[config.mk]
export PLATFORM = sky130hd
export DESIGN_NAME = key_perm_reg
export DESIGN_NICKNAME = d
export VERILOG_FILES = /design/src/rtl/key_perm_reg.sv
export SDC_FILE = /design/constraint.sdc
export NUM_CORES = 1
export LEC_CHECK = 0
export ABC_AREA = 1
export CAP_MARGIN = 15
export CORE_MARGIN = 4
export CORE_UTILIZATION = 35
export DETAILED_ROUTE_END_ITERATION = 7
export PLACE_DENSITY = 0.76
export SLEW_MARGIN = 10
export SYNTH_ARGS = -nofsm -noshare
export SYNTH_HDL_FRONTEND = slang
export SYNTH_SLANG_ARGS = --single-unit
[constraint.sdc]
create_clock -name clk -period 0.8 [get_ports clk]
set_clock_uncertainty 0.2 [all_clocks]
set_input_delay 0.16 -clock clk [delete_from_list [all_inputs] [get_ports clk]]
set_output_delay 0.16 -clock clk [all_outputs]
set_load 0.01 [all_outputs]
[src/rtl/key_perm_reg.sv]
// key_perm_reg: registered fixed 64-bit bit permutation for the DVB-CSA key schedule.
// A word captured with i_valid appears permuted on o_key one clock later.
module key_perm_reg (
  input  logic        clk,
  input  logic        rst_n,
  input  logic        i_valid,
  input  logic [63:0] i_key,
  output logic        o_valid,
  output logic [63:0] o_key
);
  // 1-based destination bit for each source bit j
  localparam logic [6:0] P [64] = '{
    7'h12, 7'h24, 7'h09, 7'h07, 7'h2A, 7'h31, 7'h1D, 7'h15,
    7'h1C, 7'h36, 7'h3E, 7'h32, 7'h13, 7'h21, 7'h3B, 7'h40,
    7'h18, 7'h14, 7'h25, 7'h27, 7'h02, 7'h35, 7'h1B, 7'h01,
    7'h22, 7'h04, 7'h0D, 7'h0E, 7'h39, 7'h28, 7'h1A, 7'h29,
    7'h33, 7'h23, 7'h34, 7'h0C, 7'h16, 7'h30, 7'h1E, 7'h3A,
    7'h2D, 7'h1F, 7'h08, 7'h19, 7'h17, 7'h2F, 7'h3D, 7'h11,
    7'h3C, 7'h05, 7'h38, 7'h2B, 7'h0B, 7'h06, 7'h0A, 7'h2C,
    7'h20, 7'h3F, 7'h2E, 7'h0F, 7'h03, 7'h26, 7'h10, 7'h37
  };
  logic [63:0] perm;
  logic [63:0] key_d, key_q;
  logic        valid_d, valid_q;
  for (genvar g = 0; g < 64; g++) begin : g_perm
    assign perm[P[g][5:0] - 6'd1] = i_key[g];
  end
  always_comb begin
    key_d   = i_valid ? perm : key_q;
    valid_d = i_valid;
  end
  always_ff @(posedge clk or negedge rst_n) begin
    if (!rst_n) begin
      key_q   <= 64'h0;
      valid_q <= 1'b0;
    end else begin
      key_q   <= key_d;
      valid_q <= valid_d;
    end
  end
  assign o_key   = key_q;
  assign o_valid = valid_q;
endmodule

==> results <==
per-stage QoR:
step           cell area (sq um)  worst slack, ns  utilization (%)  hold slack (ns)  TNS [ns]
6_report                    4190           -0.424             61.3           0.0143    -28.37
5_1_grt                     4190           -0.464             61.3          0.00775    -32.50
4_1_cts                     3900           -0.450             57.1        -0.000880    -28.38
3_5_place_dp                3910           -0.468             57.2          -0.0292    -41.63
3_3_place_gp                3910           -0.469             57.2          -0.0306    -40.36
2_1_floorplan               2480          -0.0283                -           -0.336     -1.60
metal layers:
metal  GRT usage (%)  vias to the layer above
li1                -                     1122
met1            19.1                     1055
met2            27.3                       80
met3            4.59                        7
met4            5.20                        0
met5               0                        -
synth_stat cells, drive strengths merged:
library cell    n
inv             1
dfrtp          65
nand2         192
buf             7
clkbuf          6
state kept, by name, indices dropped and copies added, names as in the netlist:
signal,count
o_key,64
o_valid,1
power groups by stage:
stage | clock (mW) | combinational, mW | sequential (mW)
after floorplan | 0 | 0.370 | 3.92
after global placement | 0 | 1.60 | 3.77
after detailed placement | 0 | 1.63 | 3.79
after CTS | 2.84 | 1.45 | 3.72
after global routing | 2.97 | 1.79 | 3.78
final | 2.74 | 1.64 | 3.75
cell families after synthesis:
group,Yosys count
buffers and inverters,14
flip-flops,65
AND/OR/NAND/NOR,192
path summary, 6_finish.rpt:
| check | start | to | slack (ns) |
|---|---|---|---|
| worst max-delay path | o_key[63] | o_key[63] | -0.42 |
| worst min-delay path | i_valid | o_valid | 0.01 |
| worst max register to register | o_key[18] | o_key[18] | -0.22 |
| worst min register to register | o_key[0] | o_key[0] | 0.27 |
| max in group asynchronous | rst_n | o_key[27] | 0.01 |
| min in group asynchronous | rst_n | o_key[4] | 0.20 |
cell type report:
class                      instances  share of cell area (%)
sequential                        65                    38.8
timing repair buffer             160                    35.0
multi-input combinational        192                    18.5
clock buffer                      13                    3.79
tap                               96                    2.87
clock inverter                     2                   0.896
inverter                           1                  0.0896
what timing repair did:
item | in CTS | in global routing
setup buffers | 7 | 15
endpoints found under the setup margin | 90 | 138
hold buffers | 1 | 0
gates cloned | 0 | 1
endpoints found under the hold margin | 66 | 0
pin swaps | 14 | 22
resized for setup | 272 | 47
==> impl_results.html <==
<table>
<tr><th>Metric</th><th>Value</th></tr>
<tr><th colspan="2">Synth</th></tr>
<tr><td>Netlist cell types</td><td>6</td></tr>
<tr><td>Number of synthesized register bits</td><td>65</td></tr>
<tr><td>Proportion of synthesized chip area in sequential cells</td><td>65.8%</td></tr>
<tr><td>Average instance area after synthesis</td><td>9.12 sq um</td></tr>
<tr><td>Area fraction in compound gates after synthesis</td><td>0%</td></tr>
<tr><td>Gate count after technology mapping</td><td>271</td></tr>
<tr><td>Leading post-synthesis cells by cell area</td><td>dfrtp_1, nand2_1, clkbuf_8</td></tr>
<tr><td>Synth Area in Adders</td><td>0%</td></tr>
<tr><td>Main combinational cell family by area after synthesis</td><td>simple AND/OR/NAND/NOR gates</td></tr>
<tr><td>Fraction of synthesized cell area taken by the top area cell type</td><td>65.8%</td></tr>
<tr><td>Total nets after synthesis</td><td>338</td></tr>
<tr><td>Post-synthesis cell type with the largest combined area</td><td>dfrtp_1</td></tr>
<tr><td>Share of cell area taken by muxes after synthesis</td><td>0%</td></tr>
<tr><td>Yosys synthesis warning count</td><td>0</td></tr>
<tr><td>XOR/XNOR share of the synthesized area</td><td>0%</td></tr>
<tr><td>Simple logic cell fraction of the synthesized area</td><td>29.2%</td></tr>
<tr><td>Post-synthesis instance area</td><td>0.00247 sq mm</td></tr>
<tr><th colspan="2">Worst setup path</th></tr>
<tr><td>Family with the most delay on the worst path</td><td>flip-flops</td></tr>
<tr><td>R2r worst-path depth</td><td>4</td></tr>
<tr><td>Critical-path cell list</td><td>buf_2</td></tr>
<tr><td>CP endpoint kind</td><td>output port</td></tr>
<tr><td>Nature of the critical path startpoint</td><td>flip-flop</td></tr>
<tr><td>Maximum fanout along the worst path</td><td>2</td></tr>
<tr><td>Slowest cell on the critical path</td><td>dfrtp_1</td></tr>
<tr><td>Required @ worst endpoint</td><td>0.44 ns</td></tr>
<tr><td>Delay of the slowest critical-path stage</td><td>0.40 ns</td></tr>
<tr><td>Arrival time reported for the critical path endpoint</td><td>0.86 ns</td></tr>
<tr><td>Combined buffer and inverter count along the critical path</td><td>1</td></tr>
<tr><td>Path type of the worst setup path</td><td>flip-flop to output port</td></tr>
<tr><td>Number of cells on the critical path</td><td>1</td></tr>
<tr><th colspan="2">Clock tree</th></tr>
<tr><td>Latest clock arrival within the worst-skew pair</td><td>0.31 ns</td></tr>
<tr><td>Clock tree root buffer cell</td><td>clkbuf_8</td></tr>
<tr><td>H-tree depth</td><td>3</td></tr>
<tr><td>Number of buffers on the longest clock path</td><td>2</td></tr>
<tr><td>Clock buffer count from CTS</td><td>9</td></tr>
<tr><td>Clock tree from TritonCTS</td><td>built</td></tr>
<tr><td>Clock sink count</td><td>65</td></tr>
<tr><td>Clock-pin slew of the registers on the worst-case setup and hold paths</td><td>0.07 ns</td></tr>
<tr><th colspan="2">Status</th></tr>
<tr><td>Failing checks</td><td>setup timing</td></tr>
<tr><td>Run status</td><td>finished, violations left</td></tr>
<tr><th colspan="2">STA</th></tr>
<tr><td>Setup repair after global routing missed its margin</td><td>true</td></tr>
<tr><td>Highest achievable clock rate</td><td>0.817 GHz</td></tr>
<tr><td>PnR worst setup slack</td><td>-0.424 ns</td></tr>
<tr><td>Count of endpoints failing hold in the final timing report</td><td>0</td></tr>
<tr><td>Period utilisation layout</td><td>153%</td></tr>
<tr><td>Worst slew margin relative to its limit</td><td>87.6%</td></tr>
<tr><td>Final count of negative-setup-slack endpoints</td><td>98</td></tr>
<tr><td>Actual slew at the worst max-slew pin</td><td>0.186 ns</td></tr>
<tr><td>Post-route minimum period</td><td>1.22 ns</td></tr>
<tr><td>Final-report max-slew violation count</td><td>0</td></tr>
<tr><th colspan="2">Routing</th></tr>
<tr><td>Met3 Routed Length</td><td>514 um</td></tr>
<tr><td>Number of iterations in the first detailed-routing pass</td><td>4</td></tr>
<tr><td>Met2 WL post-DR</td><td>3.61 mm</td></tr>
<tr><td>Highest metal used</td><td>met4</td></tr>
<tr><td>Final wirelength</td><td>6.99 mm</td></tr>
<tr><td>Via count of the routed design</td><td>2264</td></tr>
<tr><td>Routed vias/inst</td><td>4.28</td></tr>
<tr><td>WL per Instance</td><td>13.2 um</td></tr>
<tr><td>Number of remaining DRC errors</td><td>0</td></tr>
<tr><td>Met1 layer wirelength in the final routing</td><td>2.81 mm</td></tr>
<tr><td>Post-detailed-route count of antenna-violating nets</td><td>0</td></tr>
<tr><td>Initial detailed-routing violation count</td><td>60</td></tr>
<tr><th colspan="2">Global route</th></tr>
<tr><td>Via count of the first global-routing pass</td><td>2180</td></tr>
<tr><td>Initial antenna violation count</td><td>0</td></tr>
<tr><td>Remaining global-route overflow</td><td>0</td></tr>
<tr><td>All-layer global routing usage</td><td>15.9%</td></tr>
<tr><td>Pin count of the biggest net entering global routing</td><td>36</td></tr>
<tr><td>Global-route wire length before repair</td><td>10.7 mm</td></tr>
<tr><th colspan="2">Placement</th></tr>
<tr><td>Post-detailed-placement half-perimeter wirelength</td><td>4.82 mm</td></tr>
<tr><td>Total instance count after detailed placement</td><td>493</td></tr>
<tr><td>RD Place Congestion</td><td>0.712</td></tr>
<tr><td>Buffers added on ports</td><td>131</td></tr>
<tr><th colspan="2">Min path</th></tr>
<tr><td>Hold path depth</td><td>2</td></tr>
<tr><td>HP Class</td><td>input port to flip-flop</td></tr>
<tr><th colspan="2">Final layout</th></tr>
<tr><td>Area growth, synth to finish</td><td>69.5%</td></tr>
<tr><td>Leading cell type in the layout, fill and taps excluded</td><td>nand2_1</td></tr>
<tr><td>Area occupied by multi-input gates</td><td>776 sq um</td></tr>
<tr><td>Share of final-layout standard cells stronger than drive strength 1</td><td>29.8%</td></tr>
<tr><td>Nets</td><td>496</td></tr>
<tr><td>Non-filler instance count after layout</td><td>529</td></tr>
<tr><td>Commonest cells after routing, fill and taps aside</td><td>nand2_1, dfrtp_1, clkdlybuf4s50_1, buf_2, buf_6</td></tr>
<tr><td>Seq. cell area</td><td>0.00163 sq mm</td></tr>
<tr><td>Antenna diode count</td><td>0</td></tr>
<tr><td>Count of fill cells added during filler insertion</td><td>632</td></tr>
<tr><th colspan="2">Floorplanning</th></tr>
<tr><td># IOs</td><td>132</td></tr>
<tr><td>Area of the core</td><td>0.00683 sq mm</td></tr>
<tr><td>Die Area</td><td>0.00847 sq mm</td></tr>
<tr><td>Horizontal extent of the die</td><td>92.0 um</td></tr>
<tr><td>Core Rows</td><td>30</td></tr>
<tr><td>Height of the die</td><td>92.0 um</td></tr>
<tr><td>Starting density of the core</td><td>36.2%</td></tr>
<tr><th colspan="2">Power and ir drop</th></tr>
<tr><td>Power after layout</td><td>8.13 mW</td></tr>
<tr><td>Combinational cell fraction of total power</td><td>20.2%</td></tr>
<tr><td>Total power divided by cell area</td><td>1940 mW/mm^2</td></tr>
<tr><td>Internal</td><td>6.10 mW</td></tr>
<tr><td>Largest voltage drop on the vdd net</td><td>1.13 mV</td></tr>
<tr><td>Net switching power</td><td>2.03 mW</td></tr>
<tr><td>Proportion of power drawn by flip-flops and latches</td><td>46.1%</td></tr>
<tr><td>Leakage component of the power</td><td>2.22 nW</td></tr>
<tr><td>Clock group share of total power</td><td>33.7%</td></tr>
<tr><td>Sw Ratio</td><td>25.0%</td></tr>
<tr><th colspan="2">Flow run</th></tr>
<tr><td>Number of max-cap violations</td><td>0</td></tr>
</table>
Power figures use the tool's default switching activity.
==> patch 1 (config.mk and constraints unchanged) <==
Take the reset off `key_q` and load it in a clocked block of its own.
--- a/src/rtl/key_perm_reg.sv
+++ b/src/rtl/key_perm_reg.sv
@@ -31,12 +31,14 @@
   end
   always_ff @(posedge clk or negedge rst_n) begin
     if (!rst_n) begin
-      key_q   <= 64'h0;
       valid_q <= 1'b0;
     end else begin
-      key_q   <= key_d;
       valid_q <= valid_d;
     end
+  end
+
+  always_ff @(posedge clk) begin
+    key_q <= key_d;
   end
   assign o_key   = key_q;
   assign o_valid = valid_q;
Function: changed (a bounded check fails within 4 cycles, from zero or initial values and one cycle with rst_n low).
==> patch 1 against the original RTL <==
  * The run ends with negative hold slack, negative setup slack left
  * Sequential cell count unchanged
  * Critical path depth did not move
  * Wire length shrank 34%
  * Synthesized cell count is 76% lower
  * Final area shrank 22%
  * Power decreased by 9.2%
  * Setup slack gained 12 ps
  * First-iteration DRC count shrank 3.3%
  * Area after synthesis fell by 21%
  * Cell count fell by 46%
  * Highest routed layer unchanged
==> patch 1: results (changes against the original RTL) <==
| Metric | Value |
|---|---|
| Slew @ Worst Pin | `159 ps (was 186 ps)` |
| WL final | `4590 um (was 6990 um)` |
| Top cells by area, synth | `edfxtp_1 (99%), dfrtp_1 (1.3%) (was dfrtp_1 (66%), nand2_1 (29%), clkbuf_8 (3.3%))` |
| Number of global-route vias before repair | `1331 (was 2180)` |
| Final hold violations | `1 (was 0)` |
| Seq/Total Area, Yosys | `100% (was 65.8%)` |
| Worst setup margin | `-411 ps (was -424 ps)` |
| Routing usage on met3 | `6.07% (was 4.59%)` |
| Int Pwr | `5880 uW (was 6100 uW)` |
| Setup-failing EPs final | `65 (was 98)` |
| Number of cells produced by synthesis | `65 (was 271)` |
| Clock net power | `2460 uW (was 2740 uW)` |
| Hold WC Path Type | `input port to asynchronous set/reset pin (was input port to flop)` |
| Post-Route Hold Slack | `-217 ps (was 14.3 ps)` |
| Layout cells sized above 1 | `37.4% (was 29.8%)` |
| Setup repair bufs after CTS | `0 (was 7)` |
| Status | `complete, but fails checks (unchanged)` |
| Placed Cells | `269 (was 493)` |
| CP Max Fanout | `1 (was 2)` |
| EDFF count, synth | `64 (was 0)` |
| Metal2 WL | `2570 um (was 3610 um)` |
| Post-synth top cells | `edfxtp_1 (64), dfrtp_1 (1) (was nand2_1 (192), dfrtp_1 (65), buf_2 (6), clkbuf_8 (6))` |
| Critical path's slowest cell | `edfxtp_1 (was dfrtp_1)` |
| Multi-In Gates | `0 (was 192)` |
| Initial DRC Count | `58 (was 60)` |
| Failing checks | `negative hold slack, negative setup slack (was negative setup slack)` |
| Routed wl met3 | `549 um (was 514 um)` |
| DP Area | `3390 um2 (was 3910 um2)` |
| DR WL/cell | `16.2 um (was 13.2 um)` |
| Static Leak | `0.00127 uW (was 0.00222 uW)` |
| Met1 WL | `1460 um (was 2810 um)` |
| Ys async rst share | `1.54% (was 100%)` |
| Fillers | `399 (was 632)` |
| Vias | `1172 (was 2264)` |
| GPL Wtd Cong | `0.696 (was 0.712)` |
| Largest net degree at the start of global routing | `30 (was 36)` |
| Comb pwr share | `11.1% (was 20.2%)` |
| Total GRT Usage | `13.2% (was 15.9%)` |
| Met2 Resource Use GR | `25.4% (was 27.3%)` |
| Comb power | `823 uW (was 1640 uW)` |
==> patch 1: layout make-up <==
cell class / instances / area [um2] / area share (%)
well taps: 70 / 87.6 / 2.70
flip-flops and latches: 65 / 1950 / 59.9
clock buffers: 9 / 124 / 3.81
clock inverters: 6 / 50.0 / 1.54
repair buffers: 134 / 1040 / 32.0
==> patch 1: path summary, 6_finish.rpt <==
path                          start        to  slack, ps  cells after the start
worst max-delay path       o_key[6]  o_key[6]       -410                      1
worst min-delay path          rst_n   o_valid       -220                      1
max in group asynchronous     rst_n   o_valid        520                      1
min in group clk            i_valid   o_valid         30                      2
==> patch 1: cell families after synthesis <==
group	count (synthesis)	share of synthesized area, %
flops	65	100
==> patch 1: what timing repair did <==
item | in CTS | in global routing
resized for setup | 260 | 2
pin swaps | 0 | 0
setup endpoints to repair | 65 | 65
hold endpoints to repair | 1 | 1
==> patch 2 (same settings) <==
Made on the original files. Register the output `o_key` once more; this adds one clock of latency there. The other outputs are not delayed to match.
--- a/src/rtl/key_perm_reg.sv
+++ b/src/rtl/key_perm_reg.sv
@@ -38,7 +38,9 @@
       valid_q <= valid_d;
     end
   end
-  assign o_key   = key_q;
+  always_ff @(posedge clk) begin
+    o_key <= key_q;
+  end
   assign o_valid = valid_q;
 endmodule
 
Function: changed (Yosys sat finds a counterexample within 4 cycles, from zero or initial values and one cycle with rst_n low).
==> patch 2 against the original RTL <==
  * The flow finishes with violations (negative hold slack, negative setup slack)
  * Global-route usage is 2.2 points lower
  * Non-clock buffer count is 19 lower
  * Critical endpoint is now o_valid
  * Sequential power up 95%
  * Sequential cell count rose by 64
  * Area after synthesis increased by 52%
  * Setup slack got worse by 130 ps
  * Via count increased by 17%
  * Wire length grew 15%
  * Combinational power shrank 10%
  * Final area increased by 37%
  * Critical path type unchanged
  * Power is 100% higher
==> patch 2: results (changes against the original RTL) <==
| Metric | Value |
|---|---|
| Seq/Total Area, Yosys | `77.5% (was 65.8%)` |
| Final hold violations | `103 (was 0)` |
| Initial DRC Count | `62 (was 60)` |
| CTS Buf Count | `17 (was 9)` |
| Status | `complete, but fails checks (unchanged)` |
| Failing checks | `negative hold slack, negative setup slack (was negative setup slack)` |
| Max_slew headroom | `82.2% (was 87.6%)` |
| Worst-Skew Late Latency | `490 ps (was 310 ps)` |
| Syn Nets | `402 (was 338)` |
| Setup-failing EPs final | `76 (was 98)` |
| Data arrival time of the critical path | `1000 ps (was 860 ps)` |
| GPL Wtd Cong | `0.672 (was 0.712)` |
| DP Area | `5240 um2 (was 3910 um2)` |
| Hpwl dp | `5700 um (was 4820 um)` |
| WL final | `8010 um (was 6990 um)` |
| Max VDD drop | `1.29 mV (was 1.13 mV)` |
| Top cells by area, synth | `dfrtp_1 (43%), dfxtp_1 (34%), nand2_1 (19%) (was dfrtp_1 (66%), nand2_1 (29%), clkbuf_8 (3.3%))` |
| Post-Route Hold Slack | `-132 ps (was 14.3 ps)` |
| Fillers | `890 (was 632)` |
| Ys async rst share | `50.4% (was 100%)` |
| Post-layout nets | `549 (was 496)` |
| Layout cells sized above 1 | `27.1% (was 29.8%)` |
| Post-synth top area share | `43.3% (was 65.8%)` |
| Largest net degree at the start of global routing | `49 (was 36)` |
| Vias per Instance | `4.18 (was 4.28)` |
| Post-synth top cells | `nand2_1 (192), dfrtp_1 (65), dfxtp_1 (64) (was nand2_1 (192), dfrtp_1 (65), buf_2 (6), clkbuf_8 (6))` |
| Clk slew on worst S/H paths | `60 ps` |
| Static Leak | `0.00283 uW (was 0.00222 uW)` |
| CP Max Fanout | `1 (was 2)` |
| Count of different cell masters after synthesis | `7 (was 6)` |
| Crit Reg-Reg Startpoint | `key_q[2] (was o_key[18])` |
| Worst setup margin | `-557 ps (was -424 ps)` |
| First-pass GRT wire length | `13600 um (was 10700 um)` |
| Sw frac | `21.3% (was 25.0%)` |
| Total GRT Usage | `13.7% (was 15.9%)` |
-- patch 2: path summary, 6_finish.rpt --
path,endpoint,cells after the start,slack (ps)
max in group asynchronous,key_q[21],3,220
max,o_valid,1,-560
min reg2reg,o_key[50],0,160
min,o_valid,2,-130
min in group asynchronous,key_q[56],3,-20
max reg2reg,key_q[2],2,-30
-- patch 2: area by class of cell --
class | count | area share, %
Sequential cell | 129 | 51.3
Timing Repair Buffer | 141 | 22.8
Multi-Input combinational cell | 192 | 12.6
Clock buffer | 22 | 7.90
Tap cell | 136 | 2.97
Clock inverter | 10 | 2.36
Inverter | 1 | 0.0655
-- patch 2: logic make-up after synthesis --
logic type,after synthesis
and+or+nand+nor,192
DFF,129
buffers and inverters,14
-- patch 2: routing by layer --
layer	global-route usage (%)	wire length, um
met1	15.0	3240
met2	23.9	4090
met3	6.90	627
met4	3.24	56
met5	0	0
-- patch 2: power groups by stage --
| stage | registers (uW) | clock network, uW | logic [uW] |
|---|---|---|---|
| after floorplan | 7520 | 0 | 371 |
| after global placement | 7390 | 0 | 1590 |
| after detailed placement | 7420 | 0 | 1630 |
| after CTS | 7310 | 7670 | 1400 |
| after global routing | 7400 | 7970 | 1630 |
| final | 7330 | 7480 | 1470 |
-- patch 2: repair_timing --
action | in CTS | in global routing
resized for setup | 278 | 38
endpoints found under the hold margin | 130 | 70
pin swaps | 26 | 29
endpoints found under the setup margin | 86 | 128
buffers inserted | 0 | 1
-- patch 2: metrics by stage --
stage,TNS [ps],total power (uW),util (%),cells,hold slack [ps]
finish,-30730,16300,55.3,631,-132
global route,-35730,17000,55.3,631,-154
CTS,-33090,16400,53.8,630,-157
detailed placement,-39130,9050,50.5,597,-68.4
global placement,-37650,8990,50.5,597,-68.9
floorplan,-1570,7890,-,335,-336
